File: config.mk
export PLATFORM = sky130hd
export DESIGN_NAME = mem_check_table
export DESIGN_NICKNAME = d
export VERILOG_FILES = /design/src/rtl/mem_check_table.sv
export SDC_FILE = /design/constraint.sdc
export NUM_CORES = 1
export LEC_CHECK = 0
export CAP_MARGIN = 20
export CORE_MARGIN = 3
export CORE_UTILIZATION = 58
export DETAILED_ROUTE_END_ITERATION = 7
export GPL_TIMING_DRIVEN = 0
export PLACE_DENSITY = 0.87
export SYNTH_ARGS = -nofsm -noshare
export SYNTH_HDL_FRONTEND = slang
export SYNTH_SLANG_ARGS = --single-unit
File: constraint.sdc
create_clock -name clk -period 14.68 [get_ports clk]
set_input_delay 2.202 -clock clk [delete_from_list [all_inputs] [get_ports clk]]
set_output_delay 2.202 -clock clk [all_outputs]
set_load 0.01 [all_outputs]
File: src/rtl/mem_check_table.sv
// Expectation table: DEPTH (address, data) pairs, synchronous write port,
// combinational read of the entry currently being waited for.
module mem_check_table #(
    parameter int WIDTH = 32,
    parameter int DEPTH = 4,
    parameter int IW    = 2,
    parameter int CW    = 3
) (
    input  logic             clk,
    input  logic             we_i,
    input  logic [IW-1:0]    wr_idx_i,
    input  logic [WIDTH-1:0] wr_addr_i,
    input  logic [WIDTH-1:0] wr_data_i,
    input  logic [CW-1:0]    rd_idx_i,
    output logic [WIDTH-1:0] rd_addr_o,
    output logic [WIDTH-1:0] rd_data_o
);

    logic [2*WIDTH-1:0] entries [DEPTH];
    logic [2*WIDTH-1:0] rd_entry;

    genvar gi;
    generate
        for (gi = 0; gi < DEPTH; gi++) begin : g_entry
            logic [2*WIDTH-1:0] entry_q;

            // Out-of-range indices match no entry and are dropped.
            always_ff @(posedge clk) begin
                if (we_i && (32'(wr_idx_i) == gi)) begin
                    entry_q <= {wr_addr_i, wr_data_i};
                end
            end

            assign entries[gi] = entry_q;
        end
    endgenerate

    always_comb begin
        rd_entry = '0;
        for (int i = 0; i < DEPTH; i++) begin
            if (32'(rd_idx_i) == i) begin
                rd_entry = entries[i];
            end
        end
    end

    assign rd_addr_o = rd_entry[2*WIDTH-1:WIDTH];
    assign rd_data_o = rd_entry[WIDTH-1:0];

endmodule

==> results summary <==
The kind of end point of the critical path is an output pin. The mean instance size in the synthesized netlist is 20.13 um2. The flip-flop count of the largest register, all copies and words added came out at 256.

The share of total power in combinational logic is 8.8%. The depth of the CTS H-tree is 1. The worst path required time came out at 12,480 ps.

Setup violations remaining at the end of the flow were counted as 0. Summed over all cells, the static leakage comes to 4.302 nW. The worst setup path is launched from an input pin. The initial antenna violation count is 1. Compared with the post-synthesis result, the final layout area differs by 25.94%.

The total clock buffers created by CTS is 24. The predominant post-synthesis flop cell is sky130_fd_sc_hd__edfxtp_1. The number of nets handed over by synthesis was 554.

In the final layout, the registers with the most flip-flops are g_entry.entry_q (256). The post-synthesis share of cell area spent on xor and xnor gates came out at 0%. The area share of and/or/nand/nor cells after synthesis came out at 0.4375%.

The floorplan step set the die width to 135.5 um. TritonCTS built the clock tree. The proportion of power drawn by flip-flops and latches came out at 54.6%. The post-detailed-routing wire length is 19,580 um.

The kind of critical path is input pin to output pin. The worst hold path begins at wr_data_i[11]. The pin count of the biggest net entering global routing came out at 35. Summing the areas of all compound-gate instances in the mapped netlist gives 4.118% of the synthesized area. The first-pass GRT wire length came out at 30,010 um. Ranked by total cell area, the synthesized netlist is headed by sky130_fd_sc_hd__edfxtp_1 (79%), sky130_fd_sc_hd__mux2i_1 (13%), sky130_fd_sc_hd__o22ai_1 (4.1%), sky130_fd_sc_hd__buf_12 (1.6%), sky130_fd_sc_hd__buf_8 (0.77%). The final HPWL from detailed placement is 12,550 um. The classification of the worst-slack hold path is input pin to flip-flop. The final core area utilization is 75.99%. After layout, the design draws a total of 1.561 mW. For this configuration, the core starts out at a cell density of 60.33%.

The area of the die is 18,350 um2. The net count of the finished layout is 724. Global routing consumed, over all layers together, 21.33% of the routing resources. The first-pass iteration count of the detailed router is 4.

Counting instances, the worst hold path has a depth of 1. The DRC violation total after the first TritonRoute iteration came out at 334. The part of the cycle the worst path needs is 44.17%.

The count of hold-fix buffers inserted at cts came out at 0. The number of top-level pins is 135. Post-CTS timing repair inserted 0 buffers for setup. The tightest slew margin relative to the limit is 42.65%. Cell internal power was estimated by the tool at 1.242 mW. The aggregate global routing overflow came out at 0. Setup repair after global routing left no endpoint under its margin.

The final count of hold timing violations is 0. The worst hold path terminates at g_entry[0].entry_q[11]. Once routing completed, OpenROAD measured the worst setup slack at 8195 ps. The switching power came out at 0.3189 mW.

The total via count in the routed design is 5,150. The worst hold slack is 2336 ps. In the post-synthesis netlist, the cell with the most instances is sky130_fd_sc_hd__edfxtp_1. g_entry.entry_q holds more flip-flops than any other register. The proportion of synthesized area in mux cells came out at 13.18%. Counting flops with an async set or reset pin after synthesis yields a share of 0%.

The netlist area before placement came out at 9723 um2. Power spread over the standard cell area amounts to 127.4 nW/um2. The distinct cell type count after synthesis is 16. The longest clock path from root to sink contains 3 buffers. For this run, design rule violations remaining after detail routing come to 0. The switching share of power is 20.44%. Max-cap violations in this run came to 0. The count of port buffers added during placement is 133. The via count of the first global-routing pass came to 5,368. The number of vias per cell came out at 5.806. Clock tree synthesis found a total of 256 sinks.

The number of gates given a new drive strength after cts is 0. Counting instances in the post-synthesis netlist gives the leading cell types as sky130_fd_sc_hd__edfxtp_1 (256), sky130_fd_sc_hd__mux2i_1 (128), sky130_fd_sc_hd__o22ai_1 (64). The peak supply drop is 0.1045 mV. The data arrival time of the critical path is 4280 ps.

Synthesis handed over a netlist of 483 instances. The vertical die dimension is 135.5 um. After Yosys synthesis, full adders, half adders and majority gates account for 0% of the synthesized area. The floorplan row count came out at 46.

The largest total area in the synthesized netlist belongs to sky130_fd_sc_hd__edfxtp_1. The shortest period the worst path allows is 6485 ps. The flow ran to the end, and the final reports show no timing, DRC or antenna violations.

The total of warnings raised by yosys is 0. The sequential area share after synthesis is 79.06%. The sum of negative setup slack came out at 0 ps. The fmax came out at 154.2 MHz. The residual antenna-violating net count after detailed routing is 0.

In this run, synthesis produced a sequential element count of 256. By area, the combinational part of the netlist is dominated by multiplexers. The average wire per standard cell is 22.08 um. The relative contribution of the clock network to total power came out at 36.5%. The pre-CTS setup slack is 8225 ps. The core outline area is 16,120 um2.

The fraction of layout instances using a drive strength above 1 is 10.00%. The final weighted congestion of routability-driven global placement came out at 0.7554. The count of pins over their slew limit came out at 0. Counting flops with a built-in enable in the synthesized netlist gives 256.

The measured slew at the worst slew-check pin came out at 858.3 ps. The top-area cell type share of the netlist area is 79.06%. The maximum fanout count along the critical path came out at 10. After clock tree synthesis, the clock-pin slew on the worst setup and hold paths is 60 ps. The cell sitting at the root of the clock tree is a sky130_fd_sc_hd__clkbuf_16.
## per-stage QoR
stage,area [um2],std cells
6_report,12250,887
5_1_grt,12240,886
4_1_cts,12240,886
3_5_place_dp,11520,843
3_3_place_gp,11320,832
2_1_floorplan,9723,483
## area by class of cell
type	instances	area, um2
Sequential cell	256	7687
Fill cell	903	3870
Multi-Input combinational cell	199	1745
Timing Repair Buffer	144	1501
Clock buffer	31	648.1
Buffer	28	311.5
Tap cell	216	270.3
Clock inverter	12	78.83
Antenna cell	1	2.502
## layer usage
layer  track usage [%]  routed length, um
met4             6.047                445
met5                 0                  0
met3             5.052               1365
met2             36.53              10170
met1             27.61               7604
## cells by family (layout without fill, tap and decap cells)
| kind of cell | after synthesis | count (layout) |
|---|---|---|
| and+or+nand+nor | 7 | 7 |
| other | 0 | 1 |
| muxes | 128 | 128 |
| DFF | 256 | 256 |
| buffers and inverters | 28 | 215 |
| AOI/OAI and AO/OA | 64 | 64 |
## worst max-delay path: stages
cell and delay (ps):
sky130_fd_sc_hd__clkdlybuf4s50_1 470, sky130_fd_sc_hd__nand2b_1 100, sky130_fd_sc_hd__buf_2 270, sky130_fd_sc_hd__clkbuf_1 500
sky130_fd_sc_hd__o22ai_1 180, sky130_fd_sc_hd__clkdlybuf4s50_1 550
## worst max path at each step
stage,cells past startpoint,end,start
finish,6,rd_addr_o[25],rd_idx_i[2]
global route,6,rd_data_o[10],rd_idx_i[2]
CTS,6,rd_addr_o[2],rd_idx_i[2]
detailed placement,6,rd_data_o[10],rd_idx_i[2]
global placement,2,g_entry[0].entry_q[6],wr_idx_i[0]
floorplan,1,g_entry[0].entry_q[0],wr_idx_i[0]
## cells in the final DEF (no fill, tap or decap)
cell type,instances
sky130_fd_sc_hd__buf_2,7
sky130_fd_sc_hd__bufinv_16,1
sky130_fd_sc_hd__mux2i_1,128
sky130_fd_sc_hd__diode_2,1
sky130_fd_sc_hd__o22ai_1,64
sky130_fd_sc_hd__buf_16,1
sky130_fd_sc_hd__nand2b_1,1
sky130_fd_sc_hd__buf_6,7
sky130_fd_sc_hd__edfxtp_1,256
sky130_fd_sc_hd__clkinv_2,3
sky130_fd_sc_hd__clkbuf_1,12
sky130_fd_sc_hd__or2_1,1
sky130_fd_sc_hd__buf_8,6
sky130_fd_sc_hd__clkinvlp_4,1
sky130_fd_sc_hd__and3_4,1
sky130_fd_sc_hd__nor3b_2,1
sky130_fd_sc_hd__nand2_1,1
sky130_fd_sc_hd__clkdlybuf4s50_1,133
sky130_fd_sc_hd__and3b_4,1
sky130_fd_sc_hd__clkbuf_16,25
sky130_fd_sc_hd__nor2_4,1
sky130_fd_sc_hd__buf_4,1
sky130_fd_sc_hd__clkinv_1,7
sky130_fd_sc_hd__buf_12,11
## power groups by stage
stage                     combinational [mW]  clock, mW  sequential [mW]
after floorplan                       0.0639          0            0.867
after global placement                 0.129          0            0.869
after detailed placement               0.138          0            0.868
after CTS                              0.139      0.580            0.853
after global routing                   0.146      0.612            0.855
final                                  0.138      0.570            0.852
No activity file was read; power rests on OpenSTA's default activity.
